[src/rtl/upb_seq_pkg.sv]
// Shared definitions for the UPB tap sequencer slice.
// Holds tap count, word width, FSM encoding and tap index width.
package upb_seq_pkg;

    localparam int NTAPS = 6;
    localparam int CW    = 16;
    localparam int KW    = 3;

    localparam logic [KW-1:0] K_LAST = KW'(NTAPS - 1);

    typedef enum logic [1:0] {
        IDLE   = 2'd0,
        UPDATE = 2'd1,
        SHIFT  = 2'd2
    } seq_state_e;

endpackage

[src/rtl/upb_tap_sequencer_upb.sv]
// UPB: one zero-predictor coefficient update BnP = Bn + UGBn - ULBn.
// Ports: Bn_i, DQn_i (sign-mag), Un_i, rate_i -> BnP_o; scan feedthrough.
module upb_tap_sequencer_upb
    import upb_seq_pkg::*;
(
    input  logic [CW-1:0] Bn_i,
    input  logic [CW-1:0] DQn_i,
    input  logic          Un_i,
    input  logic [1:0]    rate_i,
    output logic [CW-1:0] BnP_o,
    input  logic          scan_in0,
    input  logic          scan_in1,
    input  logic          scan_in2,
    input  logic          scan_in3,
    input  logic          scan_in4,
    input  logic          scan_enable,
    input  logic          test_mode,
    output logic          scan_out0,
    output logic          scan_out1,
    output logic          scan_out2,
    output logic          scan_out3,
    output logic          scan_out4
);

    logic          mag_nz;
    logic [CW-1:0] ugb;
    logic [CW-1:0] ulb;
    logic          scan_path;

    // Gain is +/-128 only when the difference magnitude is nonzero.
    assign mag_nz = |DQn_i[CW-2:0];
    assign ugb    = !mag_nz ? '0 :
                    (Un_i ? 16'hFF80 : 16'h0080);

    // Leak is Bn arithmetically shifted; rate 00 uses the slower leak.
    assign ulb = (rate_i == 2'b00) ?
                 {{9{Bn_i[CW-1]}}, Bn_i[CW-1:9]} :
                 {{8{Bn_i[CW-1]}}, Bn_i[CW-1:8]};

    assign BnP_o = Bn_i + ugb - ulb;

    // Purely combinational block: the chain passes straight through.
    assign scan_path = scan_enable & test_mode;
    assign scan_out0 = scan_path & scan_in0;
    assign scan_out1 = scan_path & scan_in1;
    assign scan_out2 = scan_path & scan_in2;
    assign scan_out3 = scan_path & scan_in3;
    assign scan_out4 = scan_path & scan_in4;

endmodule

[src/rtl/upb_tap_sequencer.sv]
// Sixth-order zero-predictor state: B1..B6 and DQ1..DQ6, one UPB shared.
// Ports: start/DQn/rate_in/tr in; busy/done/B_bus/DQH_bus out; scan chain.
// Optional macro TRIGB_EN: latched tr=1 clears B instead of updating.
module upb_tap_sequencer
    import upb_seq_pkg::*;
(
    input  logic                clk,
    input  logic                reset,
    input  logic                start,
    input  logic [CW-1:0]       DQn,
    input  logic [1:0]          rate_in,
    input  logic                tr,
    output logic                busy,
    output logic                done,
    output logic [NTAPS*CW-1:0] B_bus,
    output logic [NTAPS*CW-1:0] DQH_bus,
    input  logic                scan_in0,
    input  logic                scan_in1,
    input  logic                scan_in2,
    input  logic                scan_in3,
    input  logic                scan_in4,
    input  logic                scan_enable,
    input  logic                test_mode,
    output logic                scan_out0,
    output logic                scan_out1,
    output logic                scan_out2,
    output logic                scan_out3,
    output logic                scan_out4
);

    seq_state_e                 state_q, state_d;
    logic [KW-1:0]              k_q, k_d;
    logic                       done_q, done_d;
    logic [CW-1:0]              dq_q;
    logic [1:0]                 rate_q;
    logic [NTAPS-1:0][CW-1:0]   b_q;
    logic [NTAPS-1:0][CW-1:0]   dqh_q;

    logic                       latch;
    logic                       b_we;
    logic                       shift;
    logic [CW-1:0]              bn;
    logic                       hsign;
    logic                       un;
    logic [CW-1:0]              bnp;
    logic [CW-1:0]              b_wr;

    always_comb begin
        state_d = state_q;
        k_d     = k_q;
        done_d  = 1'b0;
        latch   = 1'b0;
        b_we    = 1'b0;
        shift   = 1'b0;
        unique case (state_q)
            IDLE: begin
                if (start) begin
                    latch   = 1'b1;
                    k_d     = '0;
                    state_d = UPDATE;
                end
            end
            UPDATE: begin
                b_we = 1'b1;
                if (k_q == K_LAST) begin
                    k_d     = '0;
                    state_d = SHIFT;
                end else begin
                    k_d = k_q + KW'(1);
                end
            end
            SHIFT: begin
                shift   = 1'b1;
                done_d  = 1'b1;
                state_d = IDLE;
            end
            default: state_d = IDLE;
        endcase
    end

    // Select the current tap's coefficient and history sign.
    always_comb begin
        bn    = '0;
        hsign = 1'b0;
        for (int i = 0; i < NTAPS; i++) begin
            if (k_q == KW'(i)) begin
                bn    = b_q[i];
                hsign = dqh_q[i][CW-1];
            end
        end
    end

    // A zero history word carries sign 0, so plain sign XOR suffices.
    assign un = dq_q[CW-1] ^ hsign;

    upb_tap_sequencer_upb u_upb (
        .Bn_i        (bn),
        .DQn_i       (dq_q),
        .Un_i        (un),
        .rate_i      (rate_q),
        .BnP_o       (bnp),
        .scan_in0    (scan_in0),
        .scan_in1    (scan_in1),
        .scan_in2    (scan_in2),
        .scan_in3    (scan_in3),
        .scan_in4    (scan_in4),
        .scan_enable (scan_enable),
        .test_mode   (test_mode),
        .scan_out0   (scan_out0),
        .scan_out1   (scan_out1),
        .scan_out2   (scan_out2),
        .scan_out3   (scan_out3),
        .scan_out4   (scan_out4)
    );

`ifdef TRIGB_EN
    logic tr_q;

    always_ff @(posedge clk or negedge reset) begin
        if (!reset) begin
            tr_q <= 1'b0;
        end else if (latch) begin
            tr_q <= tr;
        end
    end

    assign b_wr = tr_q ? '0 : bnp;
`else
    logic unused_tr;

    assign unused_tr = tr;
    assign b_wr      = bnp;
`endif

    always_ff @(posedge clk or negedge reset) begin
        if (!reset) begin
            state_q <= IDLE;
            k_q     <= '0;
            done_q  <= 1'b0;
            dq_q    <= '0;
            rate_q  <= '0;
            b_q     <= '0;
            dqh_q   <= '0;
        end else begin
            state_q <= state_d;
            k_q     <= k_d;
            done_q  <= done_d;
            if (latch) begin
                dq_q   <= DQn;
                rate_q <= rate_in;
            end
            for (int i = 0; i < NTAPS; i++) begin
                if (b_we && (k_q == KW'(i))) begin
                    b_q[i] <= b_wr;
                end
            end
            if (shift) begin
                dqh_q <= {dqh_q[NTAPS-2:0], dq_q};
            end
        end
    end

    assign busy    = (state_q != IDLE);
    assign done    = done_q;
    assign B_bus   = b_q;
    assign DQH_bus = dqh_q;

endmodule

[config.mk]
export PLATFORM = sky130hd
export DESIGN_NAME = upb_tap_sequencer
export DESIGN_NICKNAME = d
export VERILOG_FILES = /design/src/rtl/upb_seq_pkg.sv /design/src/rtl/upb_tap_sequencer_upb.sv /design/src/rtl/upb_tap_sequencer.sv
export SDC_FILE = /design/constraint.sdc
export NUM_CORES = 1
export LEC_CHECK = 0
export BUFFER_PORTS_ARGS = -buffer_cell sky130_fd_sc_hd__buf_2
export CAP_MARGIN = 20
export CORE_MARGIN = 2
export CORE_UTILIZATION = 50
export DETAILED_ROUTE_END_ITERATION = 8
export PLACE_DENSITY = 0.75
export SLEW_MARGIN = 20
export SYNTH_ARGS = -nofsm -noshare
export SYNTH_HDL_FRONTEND = slang
export SYNTH_SLANG_ARGS = --single-unit
[constraint.sdc]
create_clock -name clk -period 6.2 [get_ports clk]
set_input_delay 1.24 -clock clk [delete_from_list [all_inputs] [get_ports clk]]
set_output_delay 1.24 -clock clk [all_outputs]
set_load 0.01 [all_outputs]
==> summary.md, run 1 <==
| Metric | Value |
|---|---|
| Io pins | `approximately 230` |
| Starting density of the core | `0.506` |
| Overflow after GRT | `0` |
| Critical path launch point type | `flop` |
| Endpoints failing hold | `0` |
| Area Growth Syn to Fin | `21.1%` |
| Post-synth EDFFs | `0` |
| CP Max Fanout | `11` |
| Final instance area | `between 0.01 and 0.015 mm^2` |
| Clk slew on worst S/H paths | `0.06 ns` |
| Die Y | `around 140 um` |
| Post-route ant nets | `0` |
| CTS Buffer Depth | `3` |
| Routed len/inst | `17.2 um` |
| R2r startpoint | `k_q[1]$_DFFE_PN0P_` |
| Synth Register Bits | `216` |
| Hold_sp | `DQH_bus[88]$_DFFE_PN0P_` |
| GRT Overall Usage | `0.246` |
| Wl on met1 | `12000 um` |
| Vias in the first global route | `7416` |
| Total number of vias | `8024` |
| CTS tree | `done` |
| Max-Cap Viols | `0` |
| Detail Route met3 WL | `1860 um` |
| Min cycle time layout | `5.21 ns` |
| Count of pins over their slew limit | `0` |
| Worst path cell trace | `and2_1 -> ha_1 -> nor2_1 -> a221o_1 -> o21ai_0 -> o21ai_0 -> inv_1 -> fa_1 -> ha_1 -> a21o_1 -> a31oi_1 -> nor2b_1 -> a311o_1 -> a211oi_1 -> xor2_1 -> o21ai_0` |
| Outcome | `finished clean` |
| Max Fclk | `192 MHz` |
| Share of cells above drive strength 1 | `0.256` |
| Mean number of vias per cell | `5.30` |
| Worst hold-check path type | `reg -> reg` |
| Port Buffers | `226` |
| Synth area leaders | `dfrtp_1 (55%), nand2_1 (15%), o21ai_0 (6.0%)` |
| Crit path top cell by count | `o21ai_0` |
| Syn avg cell area | `around 9.6 um^2` |
| Uppermost routed layer | `met4` |
| GPL Wtd Cong | `0.938` |
| Post-CTS Hold Buffers | `0` |
| Synth top area share | `0.550` |
| Pre-CTS setup slack | `around 1.0 ns` |
| Crit-path max cell delay | `0.54 ns` |
| Site row count | `51` |
| Syn Nets | `1087` |
| Met2 wire len | `11400 um` |
| Worst hold margin | `0.468 ns` |
| Worst path bufs/invs | `1` |
| # setup viols final | `0` |
| Worst-skew pair later-pin latency | `0.51 ns` |
| Setup TNS | `0 ns` |
| Die Width | `between 100 and 150 um` |
| Crit path launch | `k_q[1]$_DFFE_PN0P_` |
| Initial antenna violation count | `0` |
| Fill count | `approximately 1.7k` |
| Setup Skew | `around 0.0071 ns` |
| Top Family by Delay on Critical Path | `compound AO/OA/AOI/OAI gates` |
| Final period util | `0.841` |
| Final setup margin | `0.986 ns` |
| RSZ-0062 raised after global routing | `no` |
| Yosys warns | `0` |
| Yosys cell types | `49` |
| Placed cell area | `0.0112 mm^2` |
| Area occupied by registers | `0.00541 mm^2` |
| Die area | `0.0208 mm^2` |
| 1st-pass router iterations | `7` |
| Clk root buf | `clkbuf_16` |
| Worst Tran Pin Value | `a little over 1 ns` |
| Final WL | `around 26000 um` |
| Synth area leader | `dfrtp_1` |
| Multi-input gate area | `between 0.004 and 0.005 mm^2` |
| Slowest-stage cell, CP | `fa_1` |
| Clk sink count | `between 200 and 250` |
| Setup crit end kind | `flop` |
| Worst endpoint required time | `6.55 ns` |
| Seq/Total Area, Yosys | `0.550` |
| Post-synth top cells | `nand2_1 (404), dfrtp_1 (216), o21ai_0 (118)` |
| Ys async rst share | `1.00` |
| First-pass GRT wire length | `a little over 40000 um` |
| Nets | `1298` |
| Mapped Cells | `~1.0k` |
| Hpwl dp | `18200 um` |
| Postcts setup bufs | `0` |
| Antenna diodes | `0` |
| Initial DRC Count | `615` |
| Count leader, synth | `nand2_1` |
| Htree depth | `1` |
| Core area | `0.0194 mm^2` |
| Largest net degree at the start of global routing | `132` |
| DRC Markers | `0` |
| Mapped cell area | `0.00982 mm^2` |
| TritonCTS Buffers | `23` |
| Post_cts resized | `0` |
| Top FF cell, synth | `dfrtp_1` |
| Crit path kind | `reg -> reg` |
| Worst Path Arrival | `5.56 ns` |
| Slew headroom | `0.313` |
## cells by family after synthesis
logic type | Yosys count | synth area share
compound gates | 175 | 0.106
xor+xnor | 13 | 0.0116
fa+ha+maj | 31 | 0.0464
buf+inv | 67 | 0.0273
flops | 216 | 0.550
mux | 68 | 0.0748
simple gates | 457 | 0.184
## cells in the final DEF (no fill, tap or decap), types with 7 or more instances in the layout
| master | count |
|---|---|
| a21oi_1 | 11 |
| a221o_1 | 12 |
| buf_2 | 225 |
| buf_4 | 14 |
| clkbuf_16 | 23 |
| dfrtp_1 | 216 |
| fa_1 | 9 |
| ha_1 | 22 |
| inv_1 | 12 |
| mux2_2 | 43 |
| mux2i_1 | 25 |
| nand2_1 | 404 |
| nor2_1 | 17 |
| o21ai_0 | 118 |
| xnor2_1 | 7 |
## state kept, by name (all words and copies together), names as in the netlist
| register | flops |
|---|---|
| dq_q | 16 |
| k_q | 3 |
| done | 1 |
| DQH_bus | 96 |
| rate_q | 2 |
| B_bus | 96 |
| state_q | 2 |
## worst reg2reg max path: stages (launching register included)
cell,delay [ns]
dfrtp_1,0.50
and2_1,0.23
ha_1,0.19
nor2_1,0.40
a221o_1,0.23
o21ai_0,0.07
o21ai_0,0.45
inv_1,0.34
fa_1,0.54
ha_1,0.39
a21o_1,0.22
a31oi_1,0.15
nor2b_1,0.06
a311o_1,0.36
a211oi_1,0.32
xor2_1,0.46
o21ai_0,0.14
## per-stage QoR
step / util / std cells
floorplan: - / 1027
global placement: 0.577 / 1478
detailed placement: 0.577 / 1478
CTS: 0.613 / 1515
global route: 0.613 / 1515
finish: 0.613 / 1515
## per-layer routing
layer | global-route usage | vias to the layer above
met5 | 0 | -
met4 | 0.0746 | 0
met3 | 0.0450 | 49
met2 | 0.360 | 311
met1 | 0.374 | 3826
li1 | - | 3838
## path summary, 6_finish.rpt
check                                          end  slack (ns)  cells after the start
min in group asynchronous  DQH_bus[29]$_DFFE_PN0P_        0.81                      1
max in group asynchronous  DQH_bus[14]$_DFFE_PN0P_        4.02                      2
setup / recovery             B_bus[63]$_DFFE_PN0P_        0.99                     16
hold reg to reg            DQH_bus[88]$_DFFE_PN0P_        0.47                      2
hold / removal             DQH_bus[88]$_DFFE_PN0P_        0.47                      2
setup reg to reg             B_bus[63]$_DFFE_PN0P_        0.99                     16
## layout make-up
| class | instances | area share |
|---|---|---|
| flip-flops and latches | 216 | 0.455 |
| multi-input cells | 744 | 0.350 |
| repair buffers | 240 | 0.105 |
| clock buffers | 32 | 0.0546 |
| well taps | 265 | 0.0279 |
| clock inverters | 5 | 0.00452 |
| inverters | 13 | 0.00410 |
Power of run 1 is not shown: default switching activity piles up to over one toggle a cycle in this logic, so the estimate is an artifact.
==> run 2, diff against run 1 <==
--- a/config.mk
+++ b/config.mk
@@ -5,6 +5,7 @@
 export SDC_FILE = /design/constraint.sdc
 export NUM_CORES = 1
 export LEC_CHECK = 0
+export ABC_AREA = 1
 export BUFFER_PORTS_ARGS = -buffer_cell sky130_fd_sc_hd__buf_2
 export CAP_MARGIN = 20
 export CORE_MARGIN = 2
==> constraint.sdc (replaced) <==
create_clock -name clk -period 4.98 [get_ports clk]
set_input_delay 0.996 -clock clk [delete_from_list [all_inputs] [get_ports clk]]
set_output_delay 0.996 -clock clk [all_outputs]
set_load 0.01 [all_outputs]
==> summary.md, run 2 <==
| Metric | Value |
|---|---|
| Port Buffers | `226` |
| Crit path top cell by count | `inv_1` |
| Placed cell area | `~0.011 mm^2` |
| Nets | `1414` |
| Top FF cell, synth | `dfrtp_1` |
| Initial DRC Count | `830` |
| Post-synth EDFFs | `0` |
| Starting density of the core | `0.512` |
| Area Growth Syn to Fin | `21.8%` |
| First-pass GRT wire length | `44100 um` |
| Die area | `0.0212 mm^2` |
| Largest net degree at the start of global routing | `108` |
| Critical path launch point type | `flop` |
| Mapped cell area | `0.0100 mm^2` |
| Endpoints failing hold | `0` |
| CTS Buffer Depth | `3` |
| Total number of vias | `8470` |
| Share of cells above drive strength 1 | `0.249` |
| Synth Register Bits | `216` |
| Hold_sp | `DQH_bus[86]$_DFFE_PN0P_` |
| R2r startpoint | `k_q[1]$_DFFE_PN0P_` |
| Setup TNS | `0 ns` |
| Worst path cell trace | `inv_2 -> nand2_2 -> nor2_4 -> inv_1 -> o211ai_1 -> o21a_2 -> inv_1 -> fa_1 -> ha_1 -> nand2_1 -> inv_1 -> a21oi_1 -> nand3_1 -> nand2_2 -> nand2_1 -> a21oi_2 -> xor2_2 -> o21ai_1` |
| Count of pins over their slew limit | `0` |
| Worst Path Arrival | `4.90 ns` |
| Slew headroom | `0.414` |
| Count leader, synth | `nand2_1` |
| Commonest non-fill, non-tap cell in the layout | `nand2_1` |
| Worst-skew pair later-pin latency | `0.51 ns` |
| RSZ-0062 raised after global routing | `no` |
| Clk root buf | `clkbuf_16` |
| Post-CTS Hold Buffers | `0` |
| Synth area leader | `dfrtp_1` |
| TritonCTS Buffers | `24` |
| Mean number of vias per cell | `5.17` |
| Syn Nets | `1200` |
| Slowest-stage cell, CP | `dfrtp_1` |
| Ys async rst share | `1.00` |
| Htree depth | `1` |
| GRT Overall Usage | `0.257` |
| Crit path kind | `reg -> reg` |
| Worst Tran Pin Value | `0.879 ns` |
| Synth top area share | `0.540` |
| CP Max Fanout | `20` |
| Die Y | `145 um` |
| Clk slew on worst S/H paths | `0.06 ns` |
| 1st-pass router iterations | `5` |
| Routed len/inst | `16.8 um` |
| CTS tree | `done` |
| Seq/Total Area, Yosys | `0.540` |
| Vias in the first global route | `7859` |
| Initial antenna violation count | `0` |
| Clk sink count | `216` |
| Max Fclk | `roughly 220 MHz` |
| Yosys cell types | `47` |
| Antenna diodes | `0` |
| Syn avg cell area | `8.78 um^2` |
| DRC Markers | `0` |
| Postcts setup bufs | `0` |
| Site row count | `51` |
| Die Width | `~150 um` |
| Commonest cells after routing, fill and taps aside | `nand2_1 (411), buf_2 (225), dfrtp_1 (216), o21ai_0 (113), inv_1 (72)` |
| Post-route ant nets | `0` |
| Synth area leaders | `dfrtp_1 (54%), nand2_1 (15%), o21ai_0 (5.7%)` |
| Crit path launch | `k_q[1]$_DFFE_PN0P_` |
| Final period util | `0.910` |
| Final WL | `27400 um` |
| Mapped Cells | `~1.1k` |
| Post_cts resized | `0` |
| Setup crit end kind | `flop` |
| Worst endpoint required time | `5.35 ns` |
| GPL Wtd Cong | `approximately 0.87` |
| Core area | `between 0.015 and 0.02 mm^2` |
| Overflow after GRT | `0` |
| Crit-path max cell delay | `0.49 ns` |
| Post-synth top cells | `nand2_1 (411), dfrtp_1 (216), o21ai_0 (113)` |
| Max-Cap Viols | `0` |
| Setup Skew | `0.0126 ns` |
| Min cycle time layout | `4.53 ns` |
| Io pins | `228` |
| Yosys warns | `0` |
| # setup viols final | `0` |
| Worst hold-check path type | `reg -> reg` |
| Final instance area | `0.0122 mm^2` |
| Hpwl dp | `around 20000 um` |
| Outcome | `finished clean` |
==> run 2: cell types whose count changed after synthesis, sizes merged, moves of 6 or more <==
| cell | before | now |
|---|---|---|
| o21ai | 119 | 142 |
| a22oi | 0 | 8 |
| o211ai | 2 | 10 |
| nand3 | 1 | 50 |
| xnor2 | 7 | 1 |
| nand2 | 404 | 420 |
| nor2 | 17 | 42 |
| inv | 13 | 80 |
| mux2i | 25 | 1 |
| a21oi | 11 | 39 |
| clkbuf | 35 | 29 |
| a221o | 12 | 0 |
| mux2 | 43 | 15 |
==> run 2: kinds of logic (layout without fill, tap and decap cells) <==
kind of cell | count (synthesis) | count (layout) | synth area share
simple gates | 527 | 527 | 0.219
flops | 216 | 216 | 0.540
compound gates | 211 | 211 | 0.117
buf+inv | 132 | 364 | 0.0535
fa+ha+maj | 31 | 31 | 0.0455
mux | 16 | 16 | 0.0179
xor+xnor | 7 | 7 | 0.00688
==> run 2: layout make-up <==
| cell class | instances | area (um^2) |
|---|---|---|
| tap | 265 | 332 |
| clock buffer | 32 | 692 |
| sequential | 216 | 5410 |
| fill | 1720 | 7340 |
| clock inverter | 12 | 144 |
| multi-input combinational | 792 | 4070 |
| inverter | 82 | 308 |
| timing repair buffer | 238 | 1230 |
==> run 2: worst max-delay path: cells and delay by family, from the launching register on <==
family,cells,cell delay (ns)
flip-flops,1,0.49
buffers and inverters,4,0.69
XOR/XNOR,1,0.45
adder cells (fa/ha/maj),2,0.82
AO/OA/AOI/OAI,5,0.92
AND/OR/NAND/NOR,6,0.99
==> run 2: path summary, 6_finish.rpt <==
path | end | slack [ns] | cells past startpoint
max | B_bus[62]$_DFFE_PN0P_ | 0.45 | 18
min | DQH_bus[86]$_DFFE_PN0P_ | 0.48 | 2
max reg2reg | B_bus[62]$_DFFE_PN0P_ | 0.45 | 18
min reg2reg | DQH_bus[86]$_DFFE_PN0P_ | 0.48 | 2
max in group asynchronous | DQH_bus[84]$_DFFE_PN0P_ | 3.32 | 2
min in group asynchronous | DQH_bus[9]$_DFFE_PN0P_ | 0.58 | 1
==> run 2: metal layers <==
metal,vias to the layer above,GRT usage,wire (um)
li1,4132,-,-
met1,3923,0.392,12500
met2,357,0.380,12000
met3,58,0.0423,2040
met4,0,0.0794,940
met5,-,0,0
==> run 2: per-stage QoR <==
step	std cells	worst slack [ns]	util	hold slack [ns]
floorplan	1140	0.971	-	0.465
global placement	1593	0.547	0.581	0.461
detailed placement	1593	0.503	0.581	0.468
CTS	1637	0.453	0.624	0.483
global route	1637	0.0617	0.624	0.501
finish	1637	0.447	0.624	0.479
Power of run 2 is left out for the same reason.
==> run 3, diff against run 2 <==
--- a/config.mk
+++ b/config.mk
@@ -11,8 +11,9 @@
 export CORE_MARGIN = 2
 export CORE_UTILIZATION = 50
 export DETAILED_ROUTE_END_ITERATION = 8
-export PLACE_DENSITY = 0.75
+export PLACE_DENSITY = 0.85
 export SLEW_MARGIN = 20
 export SYNTH_ARGS = -nofsm -noshare
 export SYNTH_HDL_FRONTEND = slang
+export SYNTH_HIERARCHICAL = 1
 export SYNTH_SLANG_ARGS = --single-unit
==> summary.md, run 3 <==
| Metric | Value |
|---|---|
| CTS Buffer Depth | `3` |
| 1st-pass router iterations | `6` |
| CTS tree | `done` |
| Initial DRC Count | `847` |
| Crit path kind | `reg -> reg` |
| Worst Tran Pin Value | `0.962 ns` |
| Port Buffers | `226` |
| Core area | `0.0201 mm^2` |
| Setup Skew | `0.0167 ns` |
| Die area | `0.0215 mm^2` |
| Min cycle time layout | `4.21 ns` |
| Mapped cell area | `0.0102 mm^2` |
| Clk root buf | `clkbuf_16` |
| Nets | `about 1.5k` |
| GPL Wtd Cong | `0.942` |
| Critical path launch point type | `flop` |
| Initial antenna violation count | `0` |
| Yosys warns | `6` |
| CP Max Fanout | `19` |
| Count of pins over their slew limit | `0` |
| # setup viols final | `0` |
| Post_cts resized | `0` |
| Top Family by Delay on Critical Path | `simple AND/OR/NAND/NOR gates` |
| Commonest cells after routing, fill and taps aside | `nand2_1 (497), buf_2 (225), dfrtp_1 (216), o21ai_0 (121), inv_1 (92)` |
| Setup crit end kind | `flop` |
| Htree depth | `1` |
| Share of cells above drive strength 1 | `0.221` |
| Worst-skew pair later-pin latency | `between 0.5 and 0.6 ns` |
| Post-synth EDFFs | `0` |
| Outcome | `finished clean` |
| Synth area leaders | `dfrtp_1 (53%), nand2_1 (18%), o21ai_0 (6.0%)` |
| Clk sink count | `216` |
| CP Depth | `24` |
| Setup TNS | `0 ns` |
| Post-CTS Hold Buffers | `0` |
| Worst endpoint required time | `5.33 ns` |
| Slowest-stage cell, CP | `dfrtp_1` |
| Post-synth top cells | `nand2_1 (497), dfrtp_1 (216), o21ai_0 (121)` |
| Count leader, synth | `nand2_1` |
| Slew headroom | `0.357` |
| Largest net degree at the start of global routing | `100` |
| Site row count | `52` |
| Starting density of the core | `0.506` |
| Worst path bufs/invs | `6` |
| Max Fclk | `238 MHz` |
| TritonCTS Buffers | `24` |
| Mean number of vias per cell | `5.13` |
| Worst path cell trace | `inv_2 -> nor2_8 -> inv_4 -> or2_1 -> nand2_1 -> nand2_1 -> nand2_1 -> nand2_1 -> buf_4 -> fa_1 -> inv_1 -> ha_1 -> nand2_1 -> nand2_1 -> nand2_1 -> nand2_1 -> nand2_1 -> nand2_1 -> inv_1 -> nand2_1 -> nand2_1 -> nand2_1 -> inv_1 -> o21ai_0` |
| Routed len/inst | `between 15 and 20 um` |
| Overflow after GRT | `0` |
| Clk slew on worst S/H paths | `0.06 ns` |
| First-pass GRT wire length | `roughly 45000 um` |
| Final WL | `27600 um` |
| Worst r2r path cells | `24` |
| Worst hold-check path type | `reg -> reg` |
| Mapped Cells | `1224` |
| Worst Path Arrival | `4.56 ns` |
| GRT Overall Usage | `0.257` |
| Crit path top cell by count | `nand2_1` |
| Io pins | `around 230` |
| Die Y | `147 um` |
| Final period util | `0.845` |
| RSZ-0062 raised after global routing | `no` |
| Post-route ant nets | `0` |
| Synth top area share | `0.531` |
| Seq/Total Area, Yosys | `0.531` |
| Vias in the first global route | `8338` |
| Commonest non-fill, non-tap cell in the layout | `nand2_1` |
| Synth Register Bits | `between 200 and 250` |
| Syn Nets | `roughly 1.3k` |
| Die Width | `147 um` |
| Max-Cap Viols | `0` |
| Antenna diodes | `0` |
| DRC Markers | `0` |
| Crit-path max cell delay | `0.56 ns` |
| Fill count | `~1.7k` |
| Syn avg cell area | `8.31 um^2` |
| Ys async rst share | `1.00` |
| Hold path cells | `2` |
| Synth area leader | `dfrtp_1` |
| Total number of vias | `8828` |
| Area Growth Syn to Fin | `20.9%` |
| Hpwl dp | `approximately 20000 um` |
| Top FF cell, synth | `dfrtp_1` |
| Endpoints failing hold | `0` |
| Postcts setup bufs | `0` |
| Yosys cell types | `36` |
==> run 3: worst min-delay path, stage by stage, from the launching register on <==
cell and delay, ns:
dfrtp_1 0.34, nand2_1 0.05, o21ai_0 0.05
==> run 3: area by class of cell <==
cell class              count  area [um^2]  area share
clock inverters             8         77.6     0.00631
multi-input cells         855         4130       0.335
clock buffers              36          757      0.0615
well taps                 270          338      0.0275
flip-flops and latches    216         5410       0.439
repair buffers            237         1220      0.0994
inverters                  99          374      0.0304
==> run 3: final timing paths <==
check / from / endpoint / slack, ns
max: k_q[2]$_DFFE_PN0P_ / B_bus[63]$_DFFE_PN0P_ / 0.77
max reg2reg: k_q[2]$_DFFE_PN0P_ / B_bus[63]$_DFFE_PN0P_ / 0.77
min reg2reg: DQH_bus[85]$_DFFE_PN0P_ / DQH_bus[85]$_DFFE_PN0P_ / 0.48
min: DQH_bus[85]$_DFFE_PN0P_ / DQH_bus[85]$_DFFE_PN0P_ / 0.48
min in group asynchronous: reset / DQH_bus[28]$_DFFE_PN0P_ / 0.55
max in group asynchronous: reset / B_bus[16]$_DFFE_PN0P_ / 3.25
==> run 3: cell families after synthesis <==
group,count (synthesis),synth area share
simple gates,611,0.241
flops,216,0.531
compound gates,189,0.0940
buf+inv,153,0.0637
fa+ha+maj,31,0.0448
mux,17,0.0188
xor+xnor,7,0.00603
==> run 3: metrics by stage <==
stage | cells | hold WS [ns] | area, um^2 | utilization | worst slack, ns
2_1_floorplan | 1224 | 0.465 | 10200 | - | 1.33
3_3_place_gp | 1677 | 0.461 | 11500 | 0.570 | 0.861
3_5_place_dp | 1677 | 0.468 | 11500 | 0.570 | 0.777
4_1_cts | 1721 | 0.482 | 12300 | 0.612 | 0.765
5_1_grt | 1721 | 0.514 | 12300 | 0.612 | 0.290
6_report | 1721 | 0.476 | 12300 | 0.612 | 0.772
==> run 3: per-layer routing <==
metal / share of wire / vias to the layer above / global-route usage
met5: 0 / - / 0
met1: 0.43 / 4089 / 0.363
li1: - / 4277 / -
met2: 0.46 / 391 / 0.397
met3: 0.079 / 71 / 0.0466
met4: 0.039 / 0 / 0.101
Power of run 3 is left out for the same reason.
